$ cat config.mk
export PLATFORM = sky130hd
export DESIGN_NAME = reg_dump_unit
export DESIGN_NICKNAME = d
export VERILOG_FILES = /design/src/rtl/reg_dump_unit.sv
export SDC_FILE = /design/constraint.sdc
export NUM_CORES = 1
export LEC_CHECK = 0
export BUFFER_PORTS_ARGS = -buffer_cell sky130_fd_sc_hd__buf_2
export CAP_MARGIN = 10
export CORE_MARGIN = 5
export CORE_UTILIZATION = 56
export CTS_BUF_LIST = sky130_fd_sc_hd__clkbuf_8
export CTS_CLUSTER_SIZE = 14
export DETAILED_ROUTE_END_ITERATION = 6
export PLACE_DENSITY = 0.82
export SLEW_MARGIN = 10
export SYNTH_ARGS = -nofsm -noshare
export SYNTH_HDL_FRONTEND = slang
export SYNTH_SLANG_ARGS = --single-unit
$ cat constraint.sdc
create_clock -name i_clk -period 2.5 [get_ports i_clk]
set_input_delay 0.5 -clock i_clk [delete_from_list [all_inputs] [get_ports i_clk]]
set_output_delay 0.5 -clock i_clk [all_outputs]
set_load 0.01 [all_outputs]
$ cat src/rtl/reg_dump_unit.sv
// reg_dump_unit: walks the register file through its debug read port and
// streams every word, MSB byte first, into a byte-wide UART TX handshake.
//
// Handshake: o_tx_start is a one-cycle launch pulse that qualifies
// o_tx_data. The transmitter answers with a one-cycle i_tx_done once that
// byte has left, and o_tx_data stays stable until then. i_tx_done is only
// honoured in WAIT, and never in the cycle where o_tx_start is high.
module reg_dump_unit #(
    parameter int REGS  = 5,
    parameter int NBITS = 32,
    parameter int TAM   = 32
) (
    input  logic             i_clk,
    input  logic             i_reset,
    input  logic             i_start,
    input  logic [NBITS-1:0] i_reg_data,
    input  logic             i_tx_done,
    output logic [REGS-1:0]  o_reg_addr,
    output logic [7:0]       o_tx_data,
    output logic             o_tx_start,
    output logic             o_busy,
    output logic             o_done,
    output logic [1:0]       dbg_state
);

    localparam int BYTES = NBITS / 8;
    localparam int CW    = (BYTES > 1) ? $clog2(BYTES) : 1;
    localparam logic [CW-1:0]   LAST_BYTE = CW'(BYTES - 1);
    localparam logic [REGS-1:0] LAST_ADDR = REGS'(TAM - 1);

    typedef enum logic [1:0] {
        S_IDLE = 2'd0,
        S_LOAD = 2'd1,
        S_SEND = 2'd2,
        S_WAIT = 2'd3
    } state_t;

    state_t           state, state_n;
    logic [NBITS-1:0] shift, shift_n;
    logic [CW-1:0]    cnt, cnt_n;
    logic [REGS-1:0]  addr_n;
    logic [7:0]       data_n;
    logic             start_n, busy_n, done_n;

    assign dbg_state = state;

    // State and all registered outputs; reset clears everything at once.
    always_ff @(posedge i_clk or negedge i_reset) begin
        if (!i_reset) begin
            state      <= S_IDLE;
            shift      <= '0;
            cnt        <= '0;
            o_reg_addr <= '0;
            o_tx_data  <= '0;
            o_tx_start <= 1'b0;
            o_busy     <= 1'b0;
            o_done     <= 1'b0;
        end else begin
            state      <= state_n;
            shift      <= shift_n;
            cnt        <= cnt_n;
            o_reg_addr <= addr_n;
            o_tx_data  <= data_n;
            o_tx_start <= start_n;
            o_busy     <= busy_n;
            o_done     <= done_n;
        end
    end

    // Next-state and next-output decode; pulses default low each cycle.
    always_comb begin
        state_n = state;
        shift_n = shift;
        cnt_n   = cnt;
        addr_n  = o_reg_addr;
        data_n  = o_tx_data;
        start_n = 1'b0;
        busy_n  = o_busy;
        done_n  = 1'b0;
        case (state)
            S_IDLE: begin
                if (i_start) begin
                    addr_n  = '0;
                    busy_n  = 1'b1;
                    state_n = S_LOAD;
                end
            end
            S_LOAD: begin
                // Address has been driven for a full cycle by now.
                shift_n = i_reg_data;
                cnt_n   = '0;
                state_n = S_SEND;
            end
            S_SEND: begin
                data_n  = shift[NBITS-1 -: 8];
                start_n = 1'b1;
                state_n = S_WAIT;
            end
            S_WAIT: begin
                // A done coinciding with the launch pulse belongs to no byte.
                if (i_tx_done && !o_tx_start) begin
                    if (cnt != LAST_BYTE) begin
                        shift_n = shift << 8;
                        cnt_n   = cnt + CW'(1);
                        state_n = S_SEND;
                    end else if (o_reg_addr != LAST_ADDR) begin
                        addr_n  = o_reg_addr + REGS'(1);
                        state_n = S_LOAD;
                    end else begin
                        busy_n  = 1'b0;
                        done_n  = 1'b1;
                        state_n = S_IDLE;
                    end
                end
            end
            default: state_n = S_IDLE;
        endcase
    end

endmodule
==> results of run 1 <==
[final timing paths]
| kind | from | to | slack, ns |
|---|---|---|---|
| setup / recovery | o_reg_addr[0] | o_reg_addr[0] | 0.52 |
| hold / removal | i_reset | shift[6] | 0.29 |
| setup reg to reg | o_reg_addr[0] | o_reg_addr[0] | 0.52 |
| hold reg to reg | shift[5] | shift[5] | 0.51 |
| max in group asynchronous | i_reset | o_tx_data[1] | 1.78 |
| min in group i_clk | i_reg_data[6] | shift[6] | 0.41 |
[routing by layer]
metal	wire (microns)	part of all wire [%]
met4	88	2.0
met3	272	6.0
met5	0	0
met1	1880	42
met2	2270	50
[cells by family after synthesis]
kind of cell	Yosys count	share of synthesized area, %
AND/OR/NAND/NOR	25	6.88
buffers and inverters	10	3.57
adder cells (fa/ha/maj)	3	1.55
flip-flops	52	53.8
multiplexers	58	27.2
AO/OA/AOI/OAI	21	7.04
[cell usage after synthesis (2+ instances only)]
cell type  number
nor2_1          5
nand3_1         3
a22o_1          8
a22o_2          2
a21oi_1         3
nor2b_1         2
dfrtp_1        52
mux2_2         57
ha_1            3
inv_1           2
nand3b_1        3
buf_6           5
[power by group]
part | total [uW] | switching (uW) | internal, uW | leakage [uW]
clock network | 584 | 282 | 302 | 0.0000548
logic | 1290 | 543 | 751 | 0.000664
registers | 1370 | 209 | 1160 | 0.000671
[sequential cells by signal, indices dropped and copies added (netlist names)]
register	cells
cnt	2
dbg_state	2
o_busy	1
o_done	1
o_reg_addr	5
o_tx_data	8
o_tx_start	1
shift	32
[stage by stage]
step                instances  util [%]
floorplan                 169         -
global placement          268      63.0
detailed placement        268      63.0
CTS                       276      65.7
global route              276      65.7
finish                    276      65.7
[cell type report]
| cell class | count | area, sq um |
|---|---|---|
| flip-flops and latches | 52 | 1300 |
| well taps | 52 | 65.1 |
| clock inverters | 3 | 46.3 |
| clock buffers | 5 | 68.8 |
| fillers | 320 | 1460 |
| repair buffers | 55 | 280 |
| multi-input cells | 107 | 1030 |
| inverters | 2 | 7.51 |
==> key figures, run 1 <==
Outcome
  • Status: completed

Placement
  • DPL Wire Length: 3200 microns
  • Pre-CTS setup slack: approximately 0.54 ns
  • I/O Buffers: 53
  • RD Place Congestion: between 0.7 and 0.8
  • Placement Cell Area: between 2000 and 3000 sq um

Timing
  • Fin. max-slew vios: 0
  • RSZ-0062 raised after global routing: no
  • Final setup margin: 0.523 ns
  • Worst-Margin Slew: around 0.64 ns
  • Final worst path period share: between 70% and 80%
  • Setup violations, final: 0
  • Slew Limit Headroom: a little under three fifths
  • Hold violation count in the final report: 0
  • Setup TNS: 0 ns
  • F_max: ~510 MHz
  • Hold WS: a little under 0.3 ns
  • Skew final: approximately 0.0064 ns
  • Period minus WS final: 1.98 ns

Die
  • Core Area: about 4300 sq um
  • Site Rows: 24
  • Starting Density: 56.7%
  • DIE AREA: 5730 sq um
  • Die Wd: ~76 microns
  • Ports: 54
  • Die Ht: around 76 microns

CTS
  • Root Driver: clkbuf_8
  • Skew-Pair Late Insertion Delay: just over 0.3 ns
  • Clock tree buffer depth: 2
  • Post-CTS setup buffer count: 0
  • H-Tree Depth: 2
  • Clock transition at path regs: ~0.09 ns
  • # hold bufs at CTS: 0
  • CTS tree: built
  • CTS resizes: 0
  • Clock Sinks: 52
  • CTS Buf Count: 5

Worst hold path
  • Worst min path class: primary input to async pin

Yosys
  • Syn_nets: 208
  • Post-synth top flop: dfrtp_1
  • Synth Register Bits: 52
  • Avg Cell Area, Syn: about 14 sq um
  • Yosys warns: 0
  • Cell taking the most area after synthesis: dfrtp_1
  • Post-synth EDFFs: 0
  • Post-synthesis cell type count: 36
  • Async SR Flop Fraction: 100%
  • Synth Cell Area: around 2400 sq um
  • Top cells by area, synth: dfrtp_1 (54%), mux2_2 (27%), a22o_1 (2.9%)
  • Post-Syn Instances: approximately 170
  • Post-synth top area share: approximately 54%
  • Register area share after synthesis: a little over half

GRT
  • Pin count of the biggest net entering global routing: 53
  • Met1 Use GR: a little under a quarter
  • First-pass GRT wire length: 7620 microns
  • Vias in the first global route: approximately 1600
  • Grt total ovfl: 0
  • Met2 global-route usage: 28.5%
  • GR Util All Layers: ~18%
  • GRT busiest layer: met2
  • Initial antenna violation count: 0
  • GR Layer Usage met3: under 10%

Routing
  • DRT antenna net count: 0
  • Residual DRC: 0
  • Per-cell routed wire length: 16.3 microns
  • Drt initial violations: 69
  • Vias per cell: about 5.6
  • TritonRoute pass-1 iters: 4
  • Total routed wirelength: between 4000 and 5000 microns
  • DR vias: 1548

Finish
  • Final net count: ~260
  • Most frequent cells in the layout: mux2_2 (57), buf_2 (53), dfrtp_1 (52)
  • Synth-to-Final Area Change: 15.8%
  • Fin area: roughly 2800 sq um
  • Commonest non-fill, non-tap cell in the layout: mux2_2
  • Layout cells sized above 1: between 50% and 60%
  • N_diodes: 0

Power and ir drop
  • PD cells: ~1200 nW/um^2
  • Worst VDD drop: 0.000612 V
  • Tot Pwr: 3250 uW
  • Leakage: roughly 0.0014 uW

Critical path
  • Crit path required time: roughly 2.7 ns
  • CP Cell Sequence: ha_1, and3_1, ha_1, nand3b_1, a32o_1, mux2_4
  • Stages on worst setup path: 6
  • Maximum fanout along the worst path: 6
  • R2R depth: 6
  • Most used cell, CP: ha_1
  • Slowest CP cell: dfrtp_1
  • CP bufs+invs: 0
  • CP peak stage delay: roughly 0.43 ns
  • Startpoint Class: flop
  • CP Class: flop to flop
  • Crit path max-delay family: adder cells
  • Crit end category: flop
  • Arrival @ worst endpoint: 2.17 ns

Job
  • Max Cap Viol: 0
Note: power is estimated with default switching activity, not from simulation.
==> run 2, diff against run 1 <==
Settings changed: CORE_UTILIZATION 56 to 50, PLACE_DENSITY 0.82 to 0.78.
Clock period 2.5 ns to 1.79 ns, I/O delays scaled along.
==> run 2 against run 1 <==
Die area rose by 10%. Worst hold slack got worse by 0.26 ns. Critical endpoint unchanged. Register-to-register slack got worse by 0.52 ns. Clock-buffer cell count did not move. Non-clock buffer count rose by 10. Global-route usage fell by 2.2 points. First-iteration DRC count rose by 5.8%. Via count rose by 1.9%.
==> key figures, run 2 (synthesis gave the netlist of run 1 again) <==
Routing
  • Total routed wirelength: 4550 microns
  • TritonRoute pass-1 iters: 4
  • DRT antenna net count: 0
  • Wire length on met3: about 210 microns
  • Top Layer Used: met4
  • Met1 WL: about 1900 microns
  • Per-cell routed wire length: 15.1 microns
  • DR vias: 1578
  • Met2 Wirelength: 2320 microns
  • Residual DRC: 0
  • Vias per cell: between 5 and 6
  • Drt initial violations: 73

Timing
  • Skew final: 0.00662 ns
  • Slew Limit Headroom: roughly three fifths
  • Final worst path period share: 99.8%
  • Period minus WS final: roughly 1.8 ns
  • RSZ-0062 raised after global routing: yes
  • Fin. max-slew vios: 0
  • Final setup margin: 0.00360 ns
  • Hold violation count in the final report: 0
  • Setup violations, final: 0
  • F_max: approximately 560 MHz
  • Worst-Margin Slew: between 0.6 and 0.7 ns

GRT
  • Initial antenna violation count: 0
  • GR Util All Layers: 15.7%
  • Pin count of the biggest net entering global routing: 53
  • First-pass GRT wire length: approximately 7700 microns
  • Vias in the first global route: ~1600
  • Grt total ovfl: 0

Die
  • Starting Density: a little over 50%
  • Die Ht: between 70 and 80 microns
  • Ports: between 50 and 60
  • DIE AREA: approximately 6300 sq um
  • Site Rows: 25
  • Die Wd: 79.6 microns
  • Core Area: ~4700 sq um

CTS
  • Skew-Pair Late Insertion Delay: 0.31 ns
  • CTS Buf Count: 5
  • Clock Sinks: 52
  • Root Driver: clkbuf_8
  • Clock tree buffer depth: 2
  • Clock transition at path regs: about 0.09 ns
  • CTS tree: built
  • H-Tree Depth: 2
  • # hold bufs at CTS: 0

Critical path
  • Crit end category: flop
  • Startpoint Class: flop
  • Crit path required time: around 2 ns
  • Maximum fanout along the worst path: 4
  • CP Class: flop to flop
  • Arrival @ worst endpoint: ~2.0 ns

Finish
  • Post-Layout Cell Count: around 300
  • Layout cells sized above 1: 61.1%
  • Most frequent cells in the layout: mux2_2 (57), buf_2 (53), dfrtp_1 (52)
  • Top reg by flops: shift
  • Largest register FFs: 32
  • Biggest regs: shift: 32 flops, o_tx_data: 8 flops, o_reg_addr: 5 flops
  • Final net count: 272
  • Commonest non-fill, non-tap cell in the layout: mux2_2
  • Fill cells: 386
  • N_diodes: 0
  • Reg area: 1300 sq um
  • Area of the multi-input gates: around 1100 sq um
  • Synth-to-Final Area Change: 21.4%

Placement
  • Pre-CTS setup slack: 0.0321 ns
  • DPL Wire Length: approximately 3400 microns
  • Placed cell count: about 290
  • RD Place Congestion: a little over 0.8
  • I/O Buffers: 53

Job
  • Max Cap Viol: 0

Worst hold path
  • Worst min path class: primary input to async pin

Outcome
  • Status: completed

Power and ir drop
  • PD cells: between 1500 and 2000 nW/um^2
  • Leakage: between 0.001 and 0.0015 uW
  • Worst VDD drop: between 0.0008 and 0.0009 V
## run 2: final timing paths
| kind | startpoint | end | slack (ns) | depth (start not counted) |
|---|---|---|---|---|
| max | o_reg_addr[0] | o_reg_addr[0] | 0.004 | 6 |
| min | i_reset | shift[1] | 0.03 | 2 |
| max reg2reg | o_reg_addr[0] | o_reg_addr[0] | 0.004 | 6 |
| min reg2reg | shift[6] | shift[6] | 0.51 | 1 |
| max in group asynchronous | i_reset | o_reg_addr[4] | 1.54 | 2 |
| min in group i_clk | i_reg_data[2] | shift[2] | 0.27 | 2 |
## run 2: critical path, stage by stage (launching register included)
cell	delay [ns]
dfrtp_1	0.40
ha_2	0.19
and3_4	0.18
ha_4	0.15
nand3b_1	0.22
a32o_2	0.29
mux2_4	0.25
## run 2: through the flow
stage / hold WS [ns] / utilization [%] / power (uW) / area (sq um) / setup TNS (ns)
finish: 0.0297 / 62.2 / 4660 / 2940 / 0
global route: 0.0373 / 62.2 / 4980 / 2940 / -0.0327
CTS: 0.0354 / 62.0 / 4710 / 2930 / 0
detailed placement: 0.369 / 59.7 / 3910 / 2820 / 0
global placement: 0.372 / 59.7 / 3860 / 2820 / 0
floorplan: 0.0624 / - / 3410 / 2440 / 0
## run 2: repair_timing
item,in CTS,in global routing
gates resized for setup,0,0
hold endpoints to repair,0,0
buffers inserted,0,1
setup endpoints to repair,0,2
## run 2: power by group
| part | internal (uW) | switching [uW] |
|---|---|---|
| combinational | 1160 | 821 |
| sequential | 1630 | 256 |
| clock | 414 | 378 |
| total | 3200 | 1450 |
## run 2: per-layer routing
metal  up-vias  GRT usage, %
met2        35          26.2
li1        755             -
met4         0          5.67
met3         9          3.61
met1       779          19.8
met5         -             0
## run 2: cell type report
| cell class | instances | area share (%) |
|---|---|---|
| well taps | 67 | 2.85 |
| multi-input cells | 107 | 35.8 |
| flip-flops and latches | 52 | 44.3 |
| clock inverters | 3 | 1.45 |
| inverters | 2 | 0.256 |
| clock buffers | 5 | 2.34 |
| repair buffers | 65 | 13.0 |
